`config.mk`:
```
export PLATFORM = sky130hd
export DESIGN_NAME = pipeline_control_flat
export DESIGN_NICKNAME = d
export VERILOG_FILES = /design/src/rtl/pipeline_control_if.sv /design/src/rtl/pipeline_control.sv /design/src/flat_wrapper.sv
export SDC_FILE = /design/constraint.sdc
export NUM_CORES = 1
export LEC_CHECK = 0
export ABC_AREA = 1
export CORE_MARGIN = 2
export CORE_UTILIZATION = 33
export CTS_CLUSTER_SIZE = 16
export DETAILED_ROUTE_END_ITERATION = 6
export GPL_TIMING_DRIVEN = 0
export PLACE_DENSITY = 0.9
export REMOVE_ABC_BUFFERS = 1
export SYNTH_ARGS = -nofsm -noshare
export SYNTH_HDL_FRONTEND = slang
export SYNTH_SLANG_ARGS = --single-unit
```
`constraint.sdc`:
```
create_clock -name clock -period 1.8 [get_ports clock]
set_input_delay 0.27 -clock clock [delete_from_list [all_inputs] [get_ports clock]]
set_output_delay 0.27 -clock clock [all_outputs]
set_load 0.005 [all_outputs]
```
`src/rtl/pipeline_control_if.sv`:
```
// pipeline_control_if: hazard inputs and pipeline-register controls for pipeline_control.
// PIPE_CTRL_PERFCNT_EN adds the stall_cycles/flush_count counter outputs.
interface pipeline_control_if;
    logic [4:0] id_rs, id_rt, ex_rs, ex_rt, ex_dest, mem_dest, wb_dest;
    logic [7:0] ex_signals;
    logic id_uses_rt, ex_jump, mem_reg_write, wb_reg_write, mem_busy;
    logic pc_write, if_id_write, id_ex_write, ex_mem_write, mem_wb_write;
    logic pc_sel, if_id_flush, id_ex_bubble, stalled;
    logic [1:0] fwd_a, fwd_b;
`ifdef PIPE_CTRL_PERFCNT_EN
    logic [15:0] stall_cycles, flush_count;
`endif
    modport master(
`ifdef PIPE_CTRL_PERFCNT_EN
        input stall_cycles, flush_count,
`endif
        output id_rs, id_rt, id_uses_rt, ex_rs, ex_rt, ex_dest, ex_signals, ex_jump,
        output mem_dest, wb_dest, mem_reg_write, wb_reg_write, mem_busy,
        input pc_write, if_id_write, id_ex_write, ex_mem_write, mem_wb_write,
        input pc_sel, if_id_flush, id_ex_bubble, fwd_a, fwd_b, stalled
    );
    modport slave(
`ifdef PIPE_CTRL_PERFCNT_EN
        output stall_cycles, flush_count,
`endif
        input id_rs, id_rt, id_uses_rt, ex_rs, ex_rt, ex_dest, ex_signals, ex_jump,
        input mem_dest, wb_dest, mem_reg_write, wb_reg_write, mem_busy,
        output pc_write, if_id_write, id_ex_write, ex_mem_write, mem_wb_write,
        output pc_sel, if_id_flush, id_ex_bubble, fwd_a, fwd_b, stalled
    );
endinterface

```
`src/rtl/pipeline_control.sv`:
```
// pipeline_control: load-use stall, jump flush, memory freeze and forwarding for the 5-stage MIPS pipe.
// PIPE_CTRL_PERFCNT_EN adds saturating stall_cycles/flush_count counters.
module pipeline_control #(
    parameter int LOAD_LATENCY = 1
) (
    input logic clock,
    input logic reset,
    pipeline_control_if.slave bus
);
    typedef enum logic {RUN, STALL} state_t;
    state_t state, state_nxt;
    logic [2:0] cnt, cnt_nxt;
    logic load_use, live, jump, hold;
    logic unused_ex_bits;
    assign unused_ex_bits = &{1'b0, bus.ex_signals[7:5], bus.ex_signals[3:0]};
    assign load_use = bus.ex_signals[4] && bus.ex_dest != 5'd0 &&
        (bus.ex_dest == bus.id_rs || (bus.id_uses_rt && bus.ex_dest == bus.id_rt));
    function automatic logic [1:0] fwd_sel(input logic [4:0] r, input logic mw, input logic [4:0] md,
                                           input logic ww, input logic [4:0] wd);
        return (mw && md != 5'd0 && md == r) ? 2'd1 : (ww && wd != 5'd0 && wd == r) ? 2'd2 : 2'd0;
    endfunction
    always_ff @(posedge clock or negedge reset) begin
        if (!reset) begin
            state <= RUN;
            cnt   <= 3'd0;
        end else begin
            state <= state_nxt;
            cnt   <= cnt_nxt;
        end
    end
    // a busy memory freezes everything, including the stall countdown
    always_comb begin
        state_nxt = state;
        cnt_nxt   = cnt;
        if (!bus.mem_busy && state == STALL) begin
            state_nxt = (cnt == 3'd0) ? RUN : STALL;
            cnt_nxt   = (cnt == 3'd0) ? cnt : cnt - 3'd1;
        end else if (!bus.mem_busy && !bus.ex_jump && load_use && LOAD_LATENCY > 1) begin
            state_nxt = STALL;
            cnt_nxt   = 3'(LOAD_LATENCY - 2);
        end
    end
    always_comb begin
        live              = reset && !bus.mem_busy;
        jump              = live && state == RUN && bus.ex_jump;
        hold              = live && (state == STALL || (!bus.ex_jump && load_use));
        bus.pc_write      = live && !hold;
        bus.if_id_write   = live && !hold;
        bus.id_ex_write   = live;
        bus.ex_mem_write  = live;
        bus.mem_wb_write  = live;
        bus.pc_sel        = jump;
        bus.if_id_flush   = jump;
        bus.id_ex_bubble  = jump || hold;
        bus.stalled       = reset && (state == STALL || bus.mem_busy);
        bus.fwd_a = reset ? fwd_sel(bus.ex_rs, bus.mem_reg_write, bus.mem_dest, bus.wb_reg_write, bus.wb_dest) : 2'd0;
        bus.fwd_b = reset ? fwd_sel(bus.ex_rt, bus.mem_reg_write, bus.mem_dest, bus.wb_reg_write, bus.wb_dest) : 2'd0;
    end
`ifdef PIPE_CTRL_PERFCNT_EN
    logic [15:0] stall_q, flush_q;
    always_ff @(posedge clock or negedge reset) begin
        if (!reset) begin
            stall_q <= 16'd0;
            flush_q <= 16'd0;
        end else begin
            stall_q <= (!bus.pc_write && stall_q != 16'hFFFF) ? stall_q + 16'd1 : stall_q;
            flush_q <= (bus.if_id_flush && flush_q != 16'hFFFF) ? flush_q + 16'd1 : flush_q;
        end
    end
    assign bus.stall_cycles = stall_q;
    assign bus.flush_count  = flush_q;
`endif
endmodule

```
`src/flat_wrapper.sv`:
```
// flat-port wrapper written by rule: the top's interface ports become plain ports
module pipeline_control_flat 
#(
    parameter int LOAD_LATENCY = 1
)
  (clock, reset, bus_id_rs, bus_id_rt, bus_id_uses_rt, bus_ex_rs, bus_ex_rt, bus_ex_dest, bus_ex_signals, bus_ex_jump, bus_mem_dest, bus_wb_dest, bus_mem_reg_write, bus_wb_reg_write, bus_mem_busy, bus_pc_write, bus_if_id_write, bus_id_ex_write, bus_ex_mem_write, bus_mem_wb_write, bus_pc_sel, bus_if_id_flush, bus_id_ex_bubble, bus_fwd_a, bus_fwd_b, bus_stalled);
  pipeline_control_if bus_i ();
  input logic clock;
  input logic reset;
  input wire logic [$bits(bus_i.id_rs)-1:0] bus_id_rs;
  input wire logic [$bits(bus_i.id_rt)-1:0] bus_id_rt;
  input wire logic [$bits(bus_i.id_uses_rt)-1:0] bus_id_uses_rt;
  input wire logic [$bits(bus_i.ex_rs)-1:0] bus_ex_rs;
  input wire logic [$bits(bus_i.ex_rt)-1:0] bus_ex_rt;
  input wire logic [$bits(bus_i.ex_dest)-1:0] bus_ex_dest;
  input wire logic [$bits(bus_i.ex_signals)-1:0] bus_ex_signals;
  input wire logic [$bits(bus_i.ex_jump)-1:0] bus_ex_jump;
  input wire logic [$bits(bus_i.mem_dest)-1:0] bus_mem_dest;
  input wire logic [$bits(bus_i.wb_dest)-1:0] bus_wb_dest;
  input wire logic [$bits(bus_i.mem_reg_write)-1:0] bus_mem_reg_write;
  input wire logic [$bits(bus_i.wb_reg_write)-1:0] bus_wb_reg_write;
  input wire logic [$bits(bus_i.mem_busy)-1:0] bus_mem_busy;
  output wire logic [$bits(bus_i.pc_write)-1:0] bus_pc_write;
  output wire logic [$bits(bus_i.if_id_write)-1:0] bus_if_id_write;
  output wire logic [$bits(bus_i.id_ex_write)-1:0] bus_id_ex_write;
  output wire logic [$bits(bus_i.ex_mem_write)-1:0] bus_ex_mem_write;
  output wire logic [$bits(bus_i.mem_wb_write)-1:0] bus_mem_wb_write;
  output wire logic [$bits(bus_i.pc_sel)-1:0] bus_pc_sel;
  output wire logic [$bits(bus_i.if_id_flush)-1:0] bus_if_id_flush;
  output wire logic [$bits(bus_i.id_ex_bubble)-1:0] bus_id_ex_bubble;
  output wire logic [$bits(bus_i.fwd_a)-1:0] bus_fwd_a;
  output wire logic [$bits(bus_i.fwd_b)-1:0] bus_fwd_b;
  output wire logic [$bits(bus_i.stalled)-1:0] bus_stalled;
  assign bus_i.id_rs = bus_id_rs;
  assign bus_i.id_rt = bus_id_rt;
  assign bus_i.id_uses_rt = bus_id_uses_rt;
  assign bus_i.ex_rs = bus_ex_rs;
  assign bus_i.ex_rt = bus_ex_rt;
  assign bus_i.ex_dest = bus_ex_dest;
  assign bus_i.ex_signals = bus_ex_signals;
  assign bus_i.ex_jump = bus_ex_jump;
  assign bus_i.mem_dest = bus_mem_dest;
  assign bus_i.wb_dest = bus_wb_dest;
  assign bus_i.mem_reg_write = bus_mem_reg_write;
  assign bus_i.wb_reg_write = bus_wb_reg_write;
  assign bus_i.mem_busy = bus_mem_busy;
  assign bus_pc_write = bus_i.pc_write;
  assign bus_if_id_write = bus_i.if_id_write;
  assign bus_id_ex_write = bus_i.id_ex_write;
  assign bus_ex_mem_write = bus_i.ex_mem_write;
  assign bus_mem_wb_write = bus_i.mem_wb_write;
  assign bus_pc_sel = bus_i.pc_sel;
  assign bus_if_id_flush = bus_i.if_id_flush;
  assign bus_id_ex_bubble = bus_i.id_ex_bubble;
  assign bus_fwd_a = bus_i.fwd_a;
  assign bus_fwd_b = bus_i.fwd_b;
  assign bus_stalled = bus_i.stalled;
  pipeline_control #(.LOAD_LATENCY(LOAD_LATENCY)) u_core (.clock(clock), .reset(reset), .bus(bus_i));
endmodule
```
==> results of run 1 <==
## path summary, 6_finish.rpt
check / to / slack (ns) / startpoint / depth (start not counted)
max: bus_fwd_a[0] / 0.11 / bus_mem_dest[1] / 7
min: u_core.cnt[2]$_DFFE_PN0P_ / 0.47 / u_core.cnt[2]$_DFFE_PN0P_ / 1
max reg2reg: u_core.cnt[2]$_DFFE_PN0P_ / 0.42 / u_core.cnt[0]$_DFFE_PN0P_ / 6
min reg2reg: u_core.cnt[2]$_DFFE_PN0P_ / 0.47 / u_core.cnt[2]$_DFFE_PN0P_ / 1
max in group asynchronous: u_core.cnt[0]$_DFFE_PN0P_ / 1.03 / reset / 2
min in group asynchronous: u_core.state$_DFFE_PN0P_ / 0.58 / reset / 2
## registers in the layout, indices dropped and copies added (netlist names)
name,flops
u_core.state,1
u_core.cnt,3
## what timing repair did
action	in CTS	in global routing
pin swaps	7	7
endpoints found under the setup margin	13	6
endpoints found under the hold margin	4	0
hold buffers	1	0
resized for setup	52	18
## layout make-up
| type | count | area, µm² | share of cell area, % |
|---|---|---|---|
| Multi-Input combinational cell | 102 | 581 | 42.3 |
| Timing Repair Buffer | 56 | 522 | 38.0 |
| Inverter | 30 | 113 | 8.20 |
| Sequential cell | 4 | 100 | 7.29 |
| Tap cell | 28 | 35.0 | 2.55 |
| Clock buffer | 3 | 22.5 | 1.64 |
## synthesized netlist by cell type (2+ instances only)
cell type and n:
nor2_1 17, buf_4 4, o21ai_0 4, nand4_1 3, xnor2_1 9, nor3_1 4, o211ai_1 2, nor4_1 2
xor2_1 11, inv_1 27, a21oi_1 3, nand3_1 4, inv_2 3, dfrtp_1 4, ha_1 2, nand2_1 39
## cells by family after synthesis
group / share of synthesized area [%]
AO/OA/AOI/OAI: 7.11
AND/OR/NAND/NOR: 37.0
adder cells (fa/ha/maj): 3.16
XOR/XNOR: 22.1
buffers and inverters: 18.0
flip-flops: 12.6
## per-stage QoR
stage                     setup slack (ns)  area, µm²  hold slack [ns]  std cells
after floorplan                      0.546        762          -0.0256        136
after global routing                0.0341       1370            0.501        223
final                                0.111       1370            0.470        223
after detailed placement            -0.593       1350            0.465        219
after global placement              -0.557       1350            0.458        219
after CTS                          0.00161       1350            0.473        223
## routing by layer
| layer | vias to the layer above | share of wire [%] | global-route usage (%) |
|---|---|---|---|
| met5 | - | 0 | 0 |
| met4 | 0 | 0.34 | 4.27 |
| met3 | 2 | 7.1 | 5.93 |
| met2 | 36 | 51 | 35.2 |
| met1 | 458 | 41 | 21.2 |
| li1 | 533 | - | - |
## worst register-to-register path, cell delays in order (launching register included)
cell      delay (ns)
dfrtp_1         0.35
inv_1           0.11
ha_1            0.18
inv_1           0.04
o211ai_1        0.35
nor2_1          0.10
xor2_1          0.15
## power breakdown
group / switching [mW] / internal [mW]
logic: 0.150 / 0.148
clock network: 0.0378 / 0.0746
registers: 0.0136 / 0.120
==> out/metrics.csv, run 1 <==
metric;value;unit
run status;finished, final reports clean;
CP cell instances;dlygate4sd2_1 > xnor2_1 > nand2_1 > nor2_1 > nand2_1 > nor4_1 > clkdlybuf4s15_2;
CTS tree;built;
Finish-stage setup viols;0;
GR Overflow Total;0;
GP Congestion;0.769;
power density cells;396;mW/mm²
power after layout;0.544;mW
Syn Inst Count;140;
yosys warns;0;
Top delay family on crit path;buffers and inverters;
wire length per cell;10.7;µm
Slew Limit Headroom;72.6;%
ANT cells;0;
worst slew pin tran;0.409;ns
HPWL after DPL;2.09;mm
RSZ-0062 raised after global routing;false;
total setup buffers inserted after CTS;0;
Clock Tree Root;clkbuf_4;
initial drt markers;5;
via/cell ratio;4.61;
die extent in y;53.0;µm
CP required;1.53;ns
DRC;0;
Fmax;0.592;GHz
Buffers on Ports;55;
max-cap viol count;0;
clock sink count;4;
Max clock buf depth;2;
Core Area;0.00223;mm²
Clk Latency, worst-skew pair;0.24;ns
Post-Syn Area;792;µm²
Main synth FF type;dfrtp_1;
most frequent cells in the layout;nand2_1, dlygate4sd2_1, inv_1, nor2_1, clkdlybuf4s50_1;
sequential area share after synthesis;12.6;%
CTS Buf Count;3;
Cell variety after synth;18;
num ports;63;
clock-pin slew on the worst setup and hold paths;0.04;ns
largest net degree at the start of global routing;6;
CTS H-tree depth;1;
Post-synth EDFFs;0;
vias in the first global route;985;
number of fill cells in the layout;221;
DR vias;1029;
overall routing resource usage;19.1;%
HP Class;register to register;
period utilization;93.8;%
Post-synth ARST share;100;%
die width;53.0;µm
Worst path slowest cell;dlygate4sd2_1;
layout cells sized above 1;10.8;%
share of the synthesized area in the top cell type;18.5;%
Pleak;0.765;nW
WS Path Type;primary input to output pin;
largest cells by area after synthesis;nand2_1, inv_1, dfrtp_1, xor2_1, xnor2_1;
CP peak stage delay;0.28;ns
Starting Density;35.5;%
crit path time final;1.69;ns
first-pass GRT wire length;3.93;mm
die area;0.00281;mm²
Fin. Hold Viols;0;
drt total wl;2.38;mm
Routed Antenna Nets;0;
Syn Area/Cell;5.66;µm²
area leader, netlist;nand2_1;
fin nets;249;
antenna violations before repair;0;
Crit. End Element;output pin;
fin util;61.5;%
Crit path buffers/inverters;2;
most common cell after layout, fill and taps aside;nand2_1;
CP dominant cell by count;nand2_1;
Setup Skew;0.00587;ns
crit start category;primary input;
worst-path fanout max;3;
Area Growth Syn to Fin;73.3;%
number of cell rows;17;
worst vdd ir;0.474;mV
Post-Route Setup TNS;0;ns
FF+latch count, synth;4;
Slew Limit Fails;0;
Pre-antenna DRT Iters;4;
CP arrival;1.42;ns
No activity file was read; power rests on OpenSTA's default activity.
==> run 2: changes to the inputs <==
--- a/config.mk
+++ b/config.mk
@@ -13,6 +13,8 @@
 export GPL_TIMING_DRIVEN = 0
 export PLACE_DENSITY = 0.9
 export REMOVE_ABC_BUFFERS = 1
+export SETUP_SLACK_MARGIN = 0.3
+export SKIP_LAST_GASP = 1
 export SYNTH_ARGS = -nofsm -noshare
 export SYNTH_HDL_FRONTEND = slang
 export SYNTH_SLANG_ARGS = --single-unit
==> run 2 against run 1 <==
  * First-iteration DRC count decreased by 40%
  * Routed wire length increased by 8.5%
  * Register-to-register slack about the same
  * Sequential power about the same
  * Worst setup slack improved by 0.23 ns
  * Count of clock-buffer cells in the layout unchanged
  * Global-route usage increased by 0.47 points
  * Critical path type unchanged
  * Critical endpoint is now bus_id_ex_bubble
  * Highest routed layer unchanged
==> out/metrics.csv, run 2 (same netlist as run 1, synthesis figures left out) <==
metric;value;unit
GR Overflow Total;0;
register with the most flip-flops;u_core.cnt;
Fin. Hold Viols;0;
Pleak;0.805;nW
Clk Latency, worst-skew pair;0.25;ns
crit start category;primary input;
Crit. End Element;output pin;
Buffers on Ports;55;
CP required;1.53;ns
Pre-antenna DRT Iters;4;
CP peak stage delay;0.47;ns
first-pass GRT wire length;4.04;mm
ANT cells;0;
Finish-stage setup viols;0;
num ports;63;
crit path time final;1.46;ns
Routed Antenna Nets;0;
Setup Skew;0.00899;ns
run status;finished, final reports clean;
antenna violations before repair;0;
HPWL after DPL;2.09;mm
Top delay family on crit path;buffers and inverters;
HP Class;primary input to async pin;
Starting Density;35.5;%
WS Path Type;primary input to output pin;
WL met3;228;µm
initial drt markers;3;
period utilization;80.9;%
Slew Limit Headroom;72.4;%
die area;0.00281;mm²
die extent in y;53.0;µm
CP cell instances;clkdlybuf4s50_1 > nand3_2 > inv_1 > nand2_1 > nand2_1 > nand2_1 > nand2_1 > buf_2;
most frequent cells in the layout;nand2_1, inv_1, clkbuf_2, buf_2;
Slew Limit Fails;0;
CTS Buf Count;3;
worst vdd ir;0.475;mV
power density cells;415;mW/mm²
worst-path fanout max;2;
fin nets;253;
Clock Tree Root;clkbuf_4;
layout cells sized above 1;37.2;%
drt total wl;2.58;mm
Max clock buf depth;2;
CP arrival;1.19;ns
Crit path depth;8;
clock sink count;4;
biggest regs;u_core.cnt x3, u_core.state x1;
power after layout;0.566;mW
max FFs per register;3;
die width;53.0;µm
Metal-1 WL;1.00;mm
Worst path slowest cell;clkdlybuf4s50_1;
post-route cell area;0.00137;mm²
clock-pin slew on the worst setup and hold paths;0.04;ns
Fmax;0.686;GHz
CP dominant cell by count;nand2_1;
vias in the first global route;1001;
worst slew pin tran;0.412;ns
largest net degree at the start of global routing;6;
DRC;0;
Area Growth Syn to Fin;72.5;%
GP Congestion;0.769;
number of cell rows;17;
Core Area;0.00223;mm²
RSZ-0062 raised after global routing;true;
DR vias;1063;
CTS tree;built;
via/cell ratio;4.68;
Highest Signal Layer;met4;
worst r2r path cells;6;
max-cap viol count;0;
CTS H-tree depth;1;
most common cell after layout, fill and taps aside;nand2_1;
overall routing resource usage;19.6;%
met2 wire len;1.32;mm
wire length per cell;11.4;µm
Post-Place Cell Area;0.00135;mm²
Crit path buffers/inverters;3;
-- run 2: cell count changes in the layout (fill, tap and decap cells not counted), moves of 3 or more --
cell,delta
dlygate4sd2_1,-22
buf_2,+14
clkbuf_2,+14
clkdlybuf4s50_1,-10
buf_4,+4
buf_6,+4
nor2_1,-4
inv_1,-3
inv_2,+3
-- run 2: per-stage QoR --
stage | setup slack, ns | utilization [%] | hold slack [ns] | cells | TNS, ns
after floorplan | 0.546 | - | -0.0256 | 136 | 0
after global placement | -0.557 | 60.3 | 0.458 | 219 | -4.22
after detailed placement | -0.593 | 60.3 | 0.465 | 219 | -4.55
after CTS | 0.248 | 59.9 | 0.446 | 224 | 0
after global routing | 0.239 | 61.2 | 0.472 | 227 | 0
final | 0.343 | 61.2 | 0.442 | 227 | 0
-- run 2: final cells by class --
cell class              count  area (µm²)
repair buffers             60         454
well taps                  28        35.0
clock buffers               3        22.5
multi-input cells         102         642
inverters                  30         113
flip-flops and latches      4         100
fillers                   223         867
-- run 2: layer usage --
layer | global-route usage (%) | vias to the layer above
li1 | - | 544
met1 | 22.2 | 461
met2 | 35.4 | 47
met3 | 5.93 | 11
met4 | 4.70 | 0
met5 | 0 | -
-- run 2: path summary, 6_finish.rpt --
path	start	end	slack, ns
hold reg to reg	u_core.cnt[2]$_DFFE_PN0P_	u_core.cnt[2]$_DFFE_PN0P_	0.47
max in group asynchronous	reset	u_core.cnt[0]$_DFFE_PN0P_	1.17
hold / removal	reset	u_core.state$_DFFE_PN0P_	0.44
min in group clock	u_core.cnt[2]$_DFFE_PN0P_	u_core.cnt[2]$_DFFE_PN0P_	0.47
setup / recovery	bus_ex_signals[4]	bus_id_ex_bubble	0.34
setup reg to reg	u_core.cnt[0]$_DFFE_PN0P_	u_core.cnt[2]$_DFFE_PN0P_	0.41
-- run 2: worst register-to-register path, cell delays in order, from the launching register on --
cell and delay, ns:
dfrtp_1 0.35, inv_1 0.11, ha_1 0.18, inv_1 0.04
o211ai_1 0.35, nor2_1 0.10, xor2_1 0.15
-- run 2: timing repair --
action | CTS | global route
buffers inserted | 1 | 3
pin swaps | 36 | 32
endpoints found under the hold margin | 4 | 0
hold buffers | 1 | 0
gates resized for setup | 132 | 67
setup endpoints to repair | 13 | 11
-- run 2: power by group --
part	switching (mW)	internal, mW	total (mW)
Clock	0.0417	0.0749	0.117
Combinational	0.164	0.152	0.316
Sequential	0.0138	0.120	0.134
Total	0.220	0.347	0.566
